<file path="src/rtl/serial_tx_arbiter.sv">
// Two-requester frame arbiter for one serial transmitter; optional watchdog via ARB_WATCHDOG_EN.
// Latency: req to partida_serial in 2 cycles; waits on pronto_serial per byte, requests held until granted.
module serial_tx_arbiter #(
  parameter int FRAME_LEN   = 8,
  parameter int WDOG_CYCLES = 20000
) (
  input  logic       clock,
  input  logic       reset,
  input  logic       req_a,
  input  logic       req_b,
  input  logic [7:0] dado_a,
  input  logic [7:0] dado_b,
  input  logic       pronto_serial,
  output logic       partida_serial,
  output logic [7:0] dado_serial,
  output logic [2:0] indice,
  output logic       grant_a,
  output logic       grant_b,
  output logic       fim_a,
  output logic       fim_b,
  output logic       erro_timeout,
  output logic [2:0] db_estado
);

  typedef enum logic [2:0] {
    OCIOSO  = 3'd0,
    ARBITRA = 3'd1,
    PARTIDA = 3'd2,
    ESPERA  = 3'd3,
    PROXIMO = 3'd4,
    FIM     = 3'd5,
    ABORTA  = 3'd6
  } state_t;

  localparam logic [2:0] LAST_IDX = 3'(FRAME_LEN - 1);

  if (FRAME_LEN < 2 || FRAME_LEN > 8 || WDOG_CYCLES < 2) begin : g_bad_param
    $error("serial_tx_arbiter: FRAME_LEN must be 2..8 and WDOG_CYCLES >= 2");
  end

  state_t     r_state;
  logic [2:0] r_indice;
  logic       r_grant_a;
  logic       r_grant_b;
  logic       r_last_b;
  logic       r_partida;
  logic       r_fim_a;
  logic       r_fim_b;

`ifdef ARB_WATCHDOG_EN
  localparam int WDW = $clog2(WDOG_CYCLES);
  localparam logic [WDW-1:0] WDOG_LAST = WDW'(WDOG_CYCLES - 1);
  logic [WDW-1:0] r_wdog;
  logic           r_erro;
`endif

  always_ff @(posedge clock) begin
    if (reset) begin
      r_state   <= OCIOSO;
      r_indice  <= 3'd0;
      r_grant_a <= 1'b0;
      r_grant_b <= 1'b0;
      r_last_b  <= 1'b1;
      r_partida <= 1'b0;
      r_fim_a   <= 1'b0;
      r_fim_b   <= 1'b0;
`ifdef ARB_WATCHDOG_EN
      r_wdog    <= '0;
      r_erro    <= 1'b0;
`endif
    end else begin
      r_partida <= 1'b0;
      r_fim_a   <= 1'b0;
      r_fim_b   <= 1'b0;
`ifdef ARB_WATCHDOG_EN
      r_erro    <= 1'b0;
`endif
      case (r_state)
        OCIOSO: begin
          if (req_a || req_b) r_state <= ARBITRA;
        end
        ARBITRA: begin
          r_indice <= 3'd0;
          // On a tie, the side not served last wins.
          if (req_a && (!req_b || r_last_b)) begin
            r_grant_a <= 1'b1;
            r_state   <= PARTIDA;
          end else if (req_b) begin
            r_grant_b <= 1'b1;
            r_state   <= PARTIDA;
          end else begin
            r_state   <= OCIOSO;
          end
        end
        PARTIDA: begin
          r_partida <= 1'b1;
          r_state   <= ESPERA;
`ifdef ARB_WATCHDOG_EN
          r_wdog    <= '0;
`endif
        end
        ESPERA: begin
          if (pronto_serial) begin
            r_state <= (r_indice == LAST_IDX) ? FIM : PROXIMO;
`ifdef ARB_WATCHDOG_EN
          end else if (r_wdog == WDOG_LAST) begin
            r_state <= ABORTA;
          end else begin
            r_wdog  <= r_wdog + 1'b1;
`endif
          end
        end
        PROXIMO: begin
          r_indice <= r_indice + 3'd1;
          r_state  <= PARTIDA;
        end
        FIM: begin
          r_fim_a   <= r_grant_a;
          r_fim_b   <= r_grant_b;
          r_last_b  <= r_grant_b;
          r_grant_a <= 1'b0;
          r_grant_b <= 1'b0;
          r_state   <= OCIOSO;
        end
        ABORTA: begin
`ifdef ARB_WATCHDOG_EN
          r_erro    <= 1'b1;
          r_last_b  <= r_grant_b;
`endif
          r_grant_a <= 1'b0;
          r_grant_b <= 1'b0;
          r_state   <= OCIOSO;
        end
        default: begin
          r_grant_a <= 1'b0;
          r_grant_b <= 1'b0;
          r_state   <= OCIOSO;
        end
      endcase
    end
  end

  assign partida_serial = r_partida;
  assign indice         = r_indice;
  assign grant_a        = r_grant_a;
  assign grant_b        = r_grant_b;
  assign fim_a          = r_fim_a;
  assign fim_b          = r_fim_b;
  assign db_estado      = r_state;
  assign dado_serial    = r_grant_a ? dado_a : (r_grant_b ? dado_b : 8'h00);
`ifdef ARB_WATCHDOG_EN
  assign erro_timeout   = r_erro;
`else
  assign erro_timeout   = 1'b0;
`endif

endmodule

</file>
<file path="config.mk">
export PLATFORM = sky130hd
export DESIGN_NAME = serial_tx_arbiter
export DESIGN_NICKNAME = d
export VERILOG_FILES = /design/src/rtl/serial_tx_arbiter.sv
export SDC_FILE = /design/constraint.sdc
export NUM_CORES = 1
export LEC_CHECK = 0
export CORE_MARGIN = 2
export CORE_UTILIZATION = 31
export DETAILED_ROUTE_END_ITERATION = 8
export HOLD_SLACK_MARGIN = 0.02
export PLACE_DENSITY = 0.74
export SKIP_CTS_REPAIR_TIMING = 1
export SYNTH_ARGS = -nofsm -noshare
export SYNTH_HDL_FRONTEND = slang
export SYNTH_SLANG_ARGS = --single-unit
</file>
<file path="constraint.sdc">
create_clock -name clock -period 1.1 [get_ports clock]
set_input_delay 0.33 -clock clock [delete_from_list [all_inputs] [get_ports clock]]
set_output_delay 0.33 -clock clock [all_outputs]
set_load 0.05 [all_outputs]
</file>
==> reports/metrics.cfg <==
[outcome]
status = finished, violations left
violations = setup timing

[placement]
gp_congestion = 0.669
io_buffers = 39
post-place-ws_ns = -0.613
post-dp-hpwl_um = 1630

[power_and_ir_drop]
power_frac_seq = 0.309
vdd_ir_drop_max_uv = 979
p_per_area_mw_per_mm2 = 951
internal_power_uw = 997
power_switching_uw = 501
p_clk_frac = 0.241
swShare = 0.334
p_leak_uw = 0.000643
pwr-share-comb = 0.449

[cells_and_area]
utilization = 0.819
ff_latch_area_um2 = 274
areaGrowthSynthToFinish_pct = 155
final_common_cell = buf_12
fillers = 126
mostFrequentLayoutCells = 21 x buf_12, 18 x clkdlybuf4s50_1, 11 x buf_4
antenna_cells = 0
nets = 146
drive_gt1_frac = 0.598
multi_input_area_um2 = 477

[synthesis]
yosys_warnings = 0
ys_seq_elements = 12
avgSynthCellArea_um2 = 8.96
yosysUniqueCellTypes = 25
synthCells = 69
syn-cell-area_um2 = 618
syn-num-nets = 92
synth-seq-area-share = 0.389

[detailed_routing]
drt_first_pass_iters = 4
final_antenna_net_count = 0
wl_per_cell_um = 17.3
viasPerCell = 5.20
routed_wl_um = 2580
drcViolationCount = 0
drt-initial-drc-count = 11
dr_total_vias = 775

[die]
initial_core_util = 0.322
die_w_um = 48.7
io_pins = 41
core_area_mm2 = 0.00192
dieHeight_um = 48.7
dieArea_mm2 = 0.00237
rows = 16

[global_route]
antenna_found_initial = 0
grt.overflow.total = 0
grt_first_pass_wirelength_um = 3160
grt_pass1_vias = 701
grt_max_degree = 15
grt_usage = 0.175

[setup_path]
path_buf_inv = 1
crit_family = flip-flops
path_class = flop to primary output
cp_max_fo = 8
rrSetupSlack_ns = -0.07
max_stage_delay_ns = 0.35
startpoint_type = flop
worstSetupEndpointType = primary output
worst_ep_arrival_time_ns = 1.25
cpMaxStageDelayCell = dfxtp_4
path_cells = nor2b_4 > a22o_4 > buf_12
cp_data_required_time_ns = 0.77

[timing]
period_minus_slack_ns = 1.58
timing.final.setup_violations = 20
fin_ws_ns = -0.483
final.setup.tns_ns = -4.67
maxSlewViolCount = 0
fin_crit_sh = 1.44
fmax_ghz = 0.632
finalHoldViolations = 0
clock_skew_ns = 0.00336
rsz0062_at_grt = true

[flow_run]
cap_violations = 0

[clock_tree]
cts_inserted_buffers = 3
clockRootBuffer = clkbuf_4
clock-sinks = 12
clkLatencyLatePin_ns = 0.28
cts_tree = built
htree_levels = 1
clock_path_buffers = 2
path_clk_slew_ns = 0.08

[hold_path]
hold_class = flop to flop

-- power groups by stage --
stage,clock network [uW],logic [uW],registers (uW)
after floorplan,0,240,528
after global placement,0,570,482
after detailed placement,0,581,484
after CTS,365,582,474
after global routing,391,695,466
final,362,673,463
-- cell families after synthesis --
| kind of cell | Yosys count | share of synthesized area |
|---|---|---|
| and+or+nand+nor | 26 | 0.241 |
| AOI/OAI and AO/OA | 21 | 0.259 |
| DFF | 12 | 0.389 |
| buffers and inverters | 7 | 0.0648 |
| adders and majority gates | 2 | 0.0405 |
| other | 1 | 0.00607 |
-- cell usage after synthesis --
cell type | instances | area share
ha_1 | 2 | 0.040
o221a_2 | 1 | 0.018
buf_2 | 2 | 0.016
nor3b_1 | 3 | 0.036
nand2_1 | 4 | 0.024
nor2_1 | 7 | 0.043
nor2b_1 | 3 | 0.030
or2_0 | 1 | 0.010
a221oi_1 | 1 | 0.014
a32oi_1 | 2 | 0.028
nand3_1 | 4 | 0.032
a211o_1 | 1 | 0.014
buf_4 | 3 | 0.036
nor3b_2 | 1 | 0.020
o21ai_0 | 3 | 0.024
a31oi_1 | 3 | 0.030
nor4b_2 | 1 | 0.024
o21ai_1 | 1 | 0.0081
conb_1 | 1 | 0.0061
a21oi_1 | 1 | 0.0081
and3_1 | 1 | 0.010
dfxtp_1 | 12 | 0.39
a22o_1 | 8 | 0.11
nand2b_1 | 1 | 0.010
clkbuf_1 | 2 | 0.012
-- sequential cells by signal, summed over array words and instances (netlist names) --
register and count:
db_estado 3, fim_a 1, fim_b 1, grant_a 1, grant_b 1, indice 3
partida_serial 1, r_last_b 1
-- routing by layer --
layer,GRT usage,up-vias,share of wire,wire (um)
li1,-,362,-,-
met4,0.0714,0,0.012,31
met3,0.0463,4,0.026,68
met5,0,-,0,0
met2,0.324,24,0.57,1480
met1,0.186,385,0.39,1000
-- worst register-to-register path, delay by kind of cell, from the launching register on --
family          cells  cell delay (ns)
buf+inv             2             0.26
compound gates      1             0.22
simple gates        2             0.23
flops               1             0.36
-- metrics by stage --
step | instances | hold WS, ns | power [uW] | cell area, um2
after floorplan | 69 | 0.449 | 768 | 741
after global placement | 136 | 0.471 | 1050 | 1380
after detailed placement | 136 | 0.491 | 1060 | 1380
after CTS | 140 | 0.514 | 1420 | 1410
after global routing | 149 | 0.530 | 1550 | 1570
final | 149 | 0.521 | 1500 | 1570
-- final timing paths --
path | from | to | depth (start not counted)
max | grant_b | dado_serial[6] | 3
min reg2reg | r_last_b | r_last_b | 1
max reg2reg | db_estado[0] | grant_a | 5
min | r_last_b | r_last_b | 1
-- layout make-up --
cell class	count	area share
repair buffers	56	0.479
clock buffers	4	0.0231
flip-flops and latches	12	0.174
multi-input cells	50	0.303
well taps	27	0.0215
No activity file was read; power rests on OpenSTA's default activity.
